## src/rtl/prga.sv

```systemverilog
// prga - RC4 pseudo-random generation stage.
//
// Uses the S-box that ksa leaves in S memory. Reads a length-prefixed
// ciphertext from CT and writes the length-prefixed plaintext to PT:
//   PT[0] = L, and for k = 1..L:
//   i += 1; j += S[i]; swap S[i], S[j]; PT[k] = S[S[i] + S[j]] ^ CT[k]
// Start is an en/rdy handshake; en is only sampled while rdy = 1.
// All S/CT/PT memories have a synchronous read with 1-cycle latency.
//
// Ports:
//   clk, rst_n            clock; asynchronous active-low reset
//   en / rdy              start request / idle-and-ready
//   s_addr, s_rddata, s_wrdata, s_wren   S-box memory port
//   ct_addr, ct_rddata                   ciphertext memory (read only)
//   pt_addr, pt_wrdata, pt_wren          plaintext memory (write only)
//
// Optional feature, macro PRGA_KS_TAP_EN:
//   adds ks_valid / ks_byte. These expose the keystream byte (pad) during
//   each plaintext byte write. They are 0 at all other times.
//
// Every output is a flop. Its D input is decoded from the next state and
// the next register values. As a result, no output has a combinational
// path from *_rddata, and each state drives its outputs for exactly the
// cycle it is resident.
module prga (
  input  logic       clk,
  input  logic       rst_n,
  input  logic       en,
  output logic       rdy,
  output logic [7:0] s_addr,
  input  logic [7:0] s_rddata,
  output logic [7:0] s_wrdata,
  output logic       s_wren,
  output logic [7:0] ct_addr,
  input  logic [7:0] ct_rddata,
  output logic [7:0] pt_addr,
  output logic [7:0] pt_wrdata,
  output logic       pt_wren
`ifdef PRGA_KS_TAP_EN
  ,
  output logic       ks_valid,
  output logic [7:0] ks_byte
`endif
);

  typedef enum logic [3:0] {
    IDLE      = 4'd0,
    READ_LEN  = 4'd1,
    WAIT_LEN  = 4'd2,
    WRITE_LEN = 4'd3,
    READ_I    = 4'd4,
    WAIT_I    = 4'd5,
    READ_J    = 4'd6,
    WAIT_J    = 4'd7,
    WRITE_I   = 4'd8,
    WRITE_J   = 4'd9,
    READ_PAD  = 4'd10,
    WAIT_PAD  = 4'd11,
    WRITE_PT  = 4'd12
  } state_t;

  state_t     state_r, state_s;
  logic [7:0] i_r, j_r, k_r, len_r, si_r, sj_r, pad_r, ct_byte_r;
  logic [7:0] i_s, j_s, k_s, len_s, si_s, sj_s, pad_s, ct_byte_s;

  logic       rdy_s, s_wren_s, pt_wren_s;
  logic [7:0] s_addr_s, s_wrdata_s, ct_addr_s, pt_addr_s, pt_wrdata_s;
`ifdef PRGA_KS_TAP_EN
  logic       ks_valid_s;
  logic [7:0] ks_byte_s;
`endif

  // Next-state and datapath register update.
  always_comb begin
    state_s   = state_r;
    i_s       = i_r;
    j_s       = j_r;
    k_s       = k_r;
    len_s     = len_r;
    si_s      = si_r;
    sj_s      = sj_r;
    pad_s     = pad_r;
    ct_byte_s = ct_byte_r;
    case (state_r)
      IDLE: begin
        if (en) begin
          state_s = READ_LEN;
          i_s     = 8'd0;
          j_s     = 8'd0;
          k_s     = 8'd0;
        end else begin
          state_s = IDLE;
        end
      end
      READ_LEN: state_s = WAIT_LEN;
      WAIT_LEN: begin
        len_s   = ct_rddata;
        state_s = WRITE_LEN;
      end
      WRITE_LEN: begin
        if (len_r == 8'd0) begin
          state_s = IDLE;
        end else begin
          i_s     = 8'd1;
          k_s     = 8'd1;
          state_s = READ_I;
        end
      end
      READ_I: state_s = WAIT_I;
      WAIT_I: begin
        si_s    = s_rddata;
        j_s     = j_r + s_rddata;
        state_s = READ_J;
      end
      READ_J: state_s = WAIT_J;
      WAIT_J: begin
        sj_s    = s_rddata;
        state_s = WRITE_I;
      end
      WRITE_I:  state_s = WRITE_J;
      WRITE_J:  state_s = READ_PAD;
      READ_PAD: state_s = WAIT_PAD;
      WAIT_PAD: begin
        pad_s     = s_rddata;
        ct_byte_s = ct_rddata;
        state_s   = WRITE_PT;
      end
      WRITE_PT: begin
        // The end test comes before the increment, so k never passes 255.
        if (k_r == len_r) begin
          state_s = IDLE;
        end else begin
          i_s     = i_r + 8'd1;
          k_s     = k_r + 8'd1;
          state_s = READ_I;
        end
      end
      default: state_s = IDLE;
    endcase
  end

  // Output decode from the upcoming state. The outputs are registered next to it.
  always_comb begin
    rdy_s       = 1'b0;
    s_addr_s    = 8'd0;
    s_wrdata_s  = 8'd0;
    s_wren_s    = 1'b0;
    ct_addr_s   = 8'd0;
    pt_addr_s   = 8'd0;
    pt_wrdata_s = 8'd0;
    pt_wren_s   = 1'b0;
`ifdef PRGA_KS_TAP_EN
    ks_valid_s  = 1'b0;
    ks_byte_s   = 8'd0;
`endif
    case (state_s)
      IDLE: rdy_s = 1'b1;
      WRITE_LEN: begin
        pt_addr_s   = 8'd0;
        pt_wrdata_s = len_s;
        pt_wren_s   = 1'b1;
      end
      READ_I: s_addr_s = i_s;
      READ_J: s_addr_s = j_s;
      // When i == j, WRITE_I and WRITE_J store the same byte twice. This is harmless.
      WRITE_I: begin
        s_addr_s   = i_s;
        s_wrdata_s = sj_s;
        s_wren_s   = 1'b1;
      end
      WRITE_J: begin
        s_addr_s   = j_s;
        s_wrdata_s = si_s;
        s_wren_s   = 1'b1;
      end
      READ_PAD: begin
        s_addr_s  = si_s + sj_s;
        ct_addr_s = k_s;
      end
      WRITE_PT: begin
        pt_addr_s   = k_s;
        pt_wrdata_s = pad_s ^ ct_byte_s;
        pt_wren_s   = 1'b1;
`ifdef PRGA_KS_TAP_EN
        ks_valid_s  = 1'b1;
        ks_byte_s   = pad_s;
`endif
      end
      default: rdy_s = 1'b0;
    endcase
  end

  // State, datapath and output registers.
  always_ff @(posedge clk or negedge rst_n) begin
    if (!rst_n) begin
      state_r   <= IDLE;
      i_r       <= 8'd0;
      j_r       <= 8'd0;
      k_r       <= 8'd0;
      len_r     <= 8'd0;
      si_r      <= 8'd0;
      sj_r      <= 8'd0;
      pad_r     <= 8'd0;
      ct_byte_r <= 8'd0;
      rdy       <= 1'b1;
      s_addr    <= 8'd0;
      s_wrdata  <= 8'd0;
      s_wren    <= 1'b0;
      ct_addr   <= 8'd0;
      pt_addr   <= 8'd0;
      pt_wrdata <= 8'd0;
      pt_wren   <= 1'b0;
`ifdef PRGA_KS_TAP_EN
      ks_valid  <= 1'b0;
      ks_byte   <= 8'd0;
`endif
    end else begin
      state_r   <= state_s;
      i_r       <= i_s;
      j_r       <= j_s;
      k_r       <= k_s;
      len_r     <= len_s;
      si_r      <= si_s;
      sj_r      <= sj_s;
      pad_r     <= pad_s;
      ct_byte_r <= ct_byte_s;
      rdy       <= rdy_s;
      s_addr    <= s_addr_s;
      s_wrdata  <= s_wrdata_s;
      s_wren    <= s_wren_s;
      ct_addr   <= ct_addr_s;
      pt_addr   <= pt_addr_s;
      pt_wrdata <= pt_wrdata_s;
      pt_wren   <= pt_wren_s;
`ifdef PRGA_KS_TAP_EN
      ks_valid  <= ks_valid_s;
      ks_byte   <= ks_byte_s;
`endif
    end
  end

endmodule

```

## config.mk

```make
export PLATFORM = sky130hd
export DESIGN_NAME = prga
export DESIGN_NICKNAME = d
export VERILOG_FILES = /design/src/rtl/prga.sv
export SDC_FILE = /design/constraint.sdc
export NUM_CORES = 1
export LEC_CHECK = 0
export CORE_ASPECT_RATIO = 0.75
export CORE_MARGIN = 1
export CORE_UTILIZATION = 40
export CTS_BUF_LIST = sky130_fd_sc_hd__clkbuf_4 sky130_fd_sc_hd__clkbuf_8 sky130_fd_sc_hd__clkbuf_16
export DETAILED_ROUTE_END_ITERATION = 16
export PLACE_DENSITY = 0.59
export SLEW_MARGIN = 20
export SYNTH_ARGS = -nofsm -noshare
export SYNTH_HDL_FRONTEND = slang
export SYNTH_SLANG_ARGS = --single-unit
export TNS_END_PERCENT = 10
```

## constraint.sdc

```tcl
create_clock -name clk -period 4.3 [get_ports clk]
set_input_delay 1.075 -clock clk [delete_from_list [all_inputs] [get_ports clk]]
set_output_delay 1.075 -clock clk [all_outputs]
set_load 0.1 [all_outputs]
```

==> impl_metrics.csv, run 1 <==
group,metric,value,unit
outcome,status,"completed",
clock_network,cts_tree,"built",
detailed_routing,routed_wl,12100,um
timing,hold_viol_final,0,
timing,drv_slew,0,
timing,fin_skew,0.00969,ns
global_route,grt_max_degree,75,
clock_network,clk-insertion-delay-late,0.35,ns
job,maxCapViolations,0,
worst_setup_path,cp-start-kind,"primary input",
synthesis,yosysTopAreaCellShare,50.1,%
clock_network,post_cts_buffers,0,
global_route,grt_antenna_before_repair,0,
floorplanning,ios,62,
synthesis,syn_area_per_cell,10.0,um^2
floorplanning,die_y,95.8,um
power,ir_drop,0.000472,V
clock_network,numCtsBuffers,9,
worst_setup_path,path_max_fanout,3,
synthesis,ys_seq_area_share,50.7,%
synthesis,async_flop_share,100,%
detailed_routing,drt_iter0_drc,197,
clock_network,cts_max_path_buffers,2,
detailed_routing,avgViaCountPerCell,5.40,
final_layout,synthToLayoutAreaGrowth,22.8,%
final_layout,nets,563,
global_route,grt.total_usage,21.1,%
clock_network,cts-resized-gates,0,
detailed_routing,wl_per_cell,17.6,um
synthesis,syn_inst,468,
synthesis,synth.area.top_cells,"dfrtp_1 50%, nand2_1 6.1%, ha_1 4.3%, o21ai_0 3.3%, nor2_1 3.2%",
synthesis,synth_ff_type,"dfrtp_1",
global_route,grt_pass1_vias,3470,
timing,fin_setup_tns,0,ns
timing,rsz0062_at_grt,"false",
placed_design,port_buffers,61,
timing,slew_headroom,30.6,%
worst_setup_path,end_kind,"register",
final_layout,n_antenna_cell,0,
detailed_routing,firstDrtPassIters,5,
power,p_total,4.32,mW
placed_design,post-place-ws,0.562,ns
detailed_routing,dr_total_vias,3717,
floorplanning,core_area,0.0112,mm^2
min_path,hp-class,"register to register",
power,power.density,749,mW/mm^2
synthesis,ys_ff_latch,95,
floorplanning,initial_utilization,41.9,%
timing,min_period_over_period,79.6,%
timing,setup_ws,0.879,ns
clock_network,htree_levels,3,
clock_network,postCtsHoldBufs,0,
clock_network,clock_sinks,95,
synthesis,synth-edff-count,0,
global_route,grt_pass1_wl,19100,um
synthesis,ys_types,57,
power,total_leakage_power,2.68,nW
timing,tightest_slew,1.04,ns
timing,setup_violations,0,
final_layout,drive_above_1_share,8.10,%
worst_setup_path,crit_type,"primary input to register",
placed_design,hpwlAfterDp,8630,um
floorplanning,die_area,0.0122,mm^2
worst_setup_path,cp.required,4.58,ns
detailed_routing,antenna_left,0,
worst_setup_path,cp.arrival,3.70,ns
synthesis,yosysTopAreaCell,"dfrtp_1",
final_layout,finish.instance_area,0.00577,mm^2
floorplanning,std_cell_rows,33,
clock_network,cts.clk_slew.worst_paths,0.07,ns
synthesis,netlist_area,0.00469,mm^2
placed_design,gp_congestion,0.833,
clock_network,root_buffer,"clkbuf_16",
floorplanning,die_w,127,um
placed_design,placed_area,0.00545,mm^2
global_route,grt-ovfl-total,0,
synthesis,yosysWarnings,0,
timing,layout_min_cycle_time,3.42,ns
synthesis,synth_nets,505,
detailed_routing,drcViolationCount,0,
timing,max_freq,292,MHz
[final timing paths]
path / from / end / slack, ns / cells after the start
worst max-delay path: s_rddata[0] / s_addr[6] / 0.88 / 9
worst min-delay path: sj_r[2] / sj_r[2] / 0.48 / 2
worst max register to register: state_r[2] / s_addr[7] / 0.95 / 12
worst min register to register: sj_r[2] / sj_r[2] / 0.48 / 2
max in group asynchronous: rst_n / rdy / 2.60 / 2
min in group asynchronous: rst_n / s_wren / 0.86 / 1
[sequential cells by signal (all words and copies together) (netlist names)]
register and cells:
ct_addr 8, i_r 8, j_r 8, k_r 8
len_r 8, pt_addr 8, pt_wrdata 8, s_addr 8
s_wrdata 8, si_r 8, sj_r 8, state_r 4
pt_wren 1, rdy 1, s_wren 1
[area by class of cell]
cell class	instances	area, um^2
clock buffer	12	260
clock inverter	4	52.6
fill	1007	5420
inverter	11	41.3
multi-input combinational	341	2180
sequential	95	2380
tap	157	196
timing repair buffer	68	661
[stage by stage]
stage          utilization, %  instances  hold WS (ns)
4_1_cts                  51.5        688         0.482
3_3_place_gp             48.7        672         0.459
3_5_place_dp             48.7        672         0.465
2_1_floorplan               -        468         0.444
5_1_grt                  51.5        688         0.506
6_report                 51.5        688         0.482
[critical path, stage by stage]
cell and delay [ns]:
clkdlybuf4s50_1 0.52, ha_1 0.29, fa_1 0.41, a21o_1 0.19
a22o_1 0.21, or4b_2 0.61, nand3_1 0.11, a22o_1 0.15
a221o_1 0.14
[report_power, final]
part / total, mW / switching, mW / internal (mW)
sequential: 1.38 / 0.216 / 1.16
combinational: 2.10 / 1.40 / 0.704
clock: 0.842 / 0.351 / 0.492
[metal layers]
layer  vias up  part of all wire, %  track usage (%)
li1       1776                    -                -
met1      1806                   52             30.7
met2       119                   41             30.4
met3        16                  6.1             5.84
met4         0                  1.5             6.15
met5         -                    0                0
[Yosys cell counts, drive strengths merged (3+ instances only)]
master and count:
dfrtp 94, nand2 79, nor2 40, o21ai 31, ha 16, a21oi 15
xor2 14, a22o 12, clkbuf 12, inv 11, a21o 9, buf 9
and3 8, mux2 8, a31oi 7, and2 7, nand2b 7, nand3 7
nor2b 7, nor3 7, a221o 6, nor4 6, o21a 5, xnor2 5
o211ai 4, or3 4, nand4 3
[placed cells by master, fill, tap and decap left out, types with 5 or more instances in the layout]
cell type / Yosys / layout
a221o_1: 6 / 6
clkdlybuf4s50_1: 0 / 60
xor2_1: 14 / 14
nor2_1: 40 / 40
nor3_1: 6 / 6
and2_1: 7 / 7
o21a_1: 5 / 5
buf_4: 1 / 8
o21ai_0: 31 / 31
nand3_1: 7 / 7
mux2_2: 8 / 8
nand2_1: 76 / 76
clkbuf_16: 0 / 9
ha_1: 16 / 16
a22o_1: 12 / 12
dfrtp_1: 94 / 94
inv_1: 11 / 11
xnor2_1: 5 / 5
nor2b_1: 7 / 7
and3_1: 8 / 8
a21oi_1: 14 / 14
a21o_1: 9 / 9
a31oi_1: 7 / 7
nand2b_1: 7 / 7
[logic make-up after synthesis]
| family | after synthesis | synth area share [%] |
|---|---|---|
| xor gates and xnor gates | 19 | 3.55 |
| AOI/OAI and AO/OA | 112 | 16.7 |
| and+or+nand+nor | 183 | 18.8 |
| DFF | 95 | 50.7 |
| adders and majority gates | 18 | 5.12 |
| buffers and inverters | 32 | 2.96 |
| muxes | 9 | 2.13 |
Power figures use the tool's default switching activity.
==> run 2: changes to the inputs <==
==> constraint.sdc (replaced) <==
create_clock -name clk -period 3.4 [get_ports clk]
set_input_delay 0.85 -clock clk [delete_from_list [all_inputs] [get_ports clk]]
set_output_delay 0.85 -clock clk [all_outputs]
set_load 0.1 [all_outputs]
==> impl_metrics.csv, run 2 (synthesis results as in run 1) <==
group,metric,value,unit
global_route,grt_pass1_vias,3508,
floorplanning,die_w,127,um
worst_setup_path,path_common_cell,"a22o_1",
floorplanning,ios,62,
timing,hold_viol_final,0,
detailed_routing,firstDrtPassIters,4,
power,power_frac_clock,17.9,%
global_route,grt-ovfl-total,0,
global_route,grtUsageMet3,4.50,%
detailed_routing,drcViolationCount,0,
timing,min_period_over_period,92.4,%
clock_network,numCtsBuffers,9,
power,p_seq_share,31.1,%
timing,rsz0062_at_grt,"false",
power,swShare,46.6,%
global_route,grt_antenna_before_repair,0,
power,p_int,2.91,mW
worst_setup_path,critical_path.top_delay_family,"simple AND/OR/NAND/NOR gates",
worst_setup_path,crit_type,"primary input to register",
worst_setup_path,cp.required,3.68,ns
worst_setup_path,crit_end,"s_addr[6]",
detailed_routing,drt_iter0_drc,249,
timing,tightest_slew,0.722,ns
timing,slew_headroom,51.7,%
global_route,met2_usage,29.5,%
final_layout,synthToLayoutAreaGrowth,23.1,%
power,power.density,943,mW/mm^2
detailed_routing,dr_total_vias,3763,
worst_setup_path,worst_path_largest_cell_delay,0.62,ns
timing,drv_slew,0,
floorplanning,die_area,0.0122,mm^2
min_path,hp-class,"register to register",
clock_network,cts_max_path_buffers,2,
clock_network,htree_levels,3,
global_route,grt.total_usage,21.3,%
floorplanning,std_cell_rows,33,
clock_network,clk-insertion-delay-late,0.35,ns
final_layout,nets,580,
clock_network,cts.clk_slew.worst_paths,0.07,ns
worst_setup_path,worst-path-buf-inv,1,
power,ir_drop,0.000595,V
detailed_routing,avgViaCountPerCell,5.34,
final_layout,finish.instance_area,0.00578,mm^2
placed_design,port_buffers,61,
worst_setup_path,path_max_fanout,2,
global_route,grt_max_degree,54,
worst_setup_path,regToRegStartpoint,"state_r[3]",
timing,fin_skew,0.00805,ns
timing,max_freq,318,MHz
detailed_routing,routed_wl,12100,um
final_layout,drive_above_1_share,18.8,%
clock_network,postCtsHoldBufs,0,
worst_setup_path,slowest_stage,"or4b_2",
clock_network,post_cts_buffers,0,
detailed_routing,antenna_left,0,
final_layout,final_cell_mix,"94 x dfrtp_1, 76 x nand2_1, 67 x buf_4",
worst_setup_path,rr_worst_depth,14,
placed_design,placed_area,0.00549,mm^2
job,maxCapViolations,0,
power,total_leakage_power,2.83,nW
floorplanning,initial_utilization,41.9,%
worst_setup_path,startpoint,"s_rddata[0]",
worst_setup_path,ff2ff_setup_slack,0.47,ns
clock_network,cts-resized-gates,0,
floorplanning,die_y,95.8,um
worst_setup_path,end_kind,"register",
floorplanning,core_area,0.0112,mm^2
worst_setup_path,cp-start-kind,"primary input",
worst_setup_path,cp.arrival,3.42,ns
clock_network,root_buffer,"clkbuf_16",
clock_network,clock_sinks,95,
timing,fin_setup_tns,0,ns
power,switching_power,2.54,mW
final_layout,layout_commonest_cell,"dfrtp_1",
global_route,use_met1,32.2,%
timing,layout_min_cycle_time,3.14,ns
placed_design,hpwlAfterDp,9080,um
power,p_comb_share,50.9,%
placed_design,gp_congestion,0.818,
worst_setup_path,cp.depth,9,
worst_setup_path,cp_cell_sequence,"clkdlybuf4s50_1 > ha_1 > fa_1 > a21o_1 > a22o_1 > or4b_2 > nand3_1 > a22o_1 > a221o_1",
detailed_routing,wl_per_cell,17.2,um
global_route,top_usage_layer,"met1",
timing,setup_violations,0,
global_route,grt_pass1_wl,19400,um
worst_setup_path,r2r_end,"s_addr[6]",
final_layout,n_antenna_cell,0,
clock_network,cts_tree,"built",
outcome,status,"completed",
run 2: changes by cell type in the layout (fill, tap and decap cells not counted), moves of 2 or more:
| cell | change |
|---|---|
| buf_4 | +59 |
| clkinvlp_4 | +2 |
| clkbuf_8 | -2 |
| clkdlybuf4s50_1 | -43 |
| inv_6 | +2 |
run 2: layout make-up:
| class | instances | area [um^2] |
|---|---|---|
| repair buffers | 85 | 693 |
| multi-input cells | 341 | 2180 |
| flip-flops and latches | 95 | 2380 |
| fillers | 1011 | 5410 |
| inverters | 11 | 41.3 |
| well taps | 157 | 196 |
| clock inverters | 7 | 61.3 |
| clock buffers | 9 | 225 |
run 2: stage by stage:
| stage | power, mW | instances | setup WS [ns] | hold WS (ns) | util (%) |
|---|---|---|---|---|---|
| global placement | 4.41 | 689 | -0.0188 | 0.457 | 49.0 |
| CTS | 5.46 | 705 | 0.307 | 0.483 | 51.6 |
| global route | 5.80 | 705 | 0.134 | 0.514 | 51.6 |
| floorplan | 3.75 | 468 | 0.413 | 0.444 | - |
| finish | 5.45 | 705 | 0.259 | 0.485 | 51.6 |
| detailed placement | 4.45 | 689 | -0.0572 | 0.466 | 49.0 |
run 2: metal layers:
layer / wire, um / share of wire [%] / vias to the layer above
li1: - / - / 1809
met1: 6270 / 52 / 1810
met2: 4840 / 40 / 127
met3: 761 / 6.3 / 17
met4: 262 / 2.2 / 0
met5: 0 / 0 / -
run 2: worst reg2reg max path, cell delays in order, from the launching register on:
cell	delay [ns]
dfrtp_1	0.38
nor2b_1	0.30
and2_1	0.26
buf_4	0.17
nand2_1	0.05
nand2_1	0.08
ha_1	0.20
inv_1	0.07
fa_1	0.37
nor2b_1	0.16
o21ai_0	0.10
nand2b_1	0.12
a31oi_1	0.11
xnor2_1	0.16
a221o_1	0.29
run 2: worst min-delay path by stage:
stage,startpoint,end,slack (ns),cells after the start
after floorplan,sj_r[2],sj_r[2],0.44,2
after global placement,sj_r[2],sj_r[2],0.46,2
after detailed placement,sj_r[4],sj_r[4],0.47,2
after CTS,sj_r[4],sj_r[4],0.48,2
after global routing,sj_r[4],sj_r[4],0.51,2
final,sj_r[3],sj_r[3],0.48,2
run 2: power by group through the flow:
stage               Clock (mW)  Sequential, mW  Combinational, mW
floorplan                    0            2.34               1.41
finish                   0.977            1.70               2.77
global route              1.06            1.74               3.01
detailed placement           0            1.71               2.74
CTS                       1.01            1.70               2.76
global placement             0            1.71               2.70
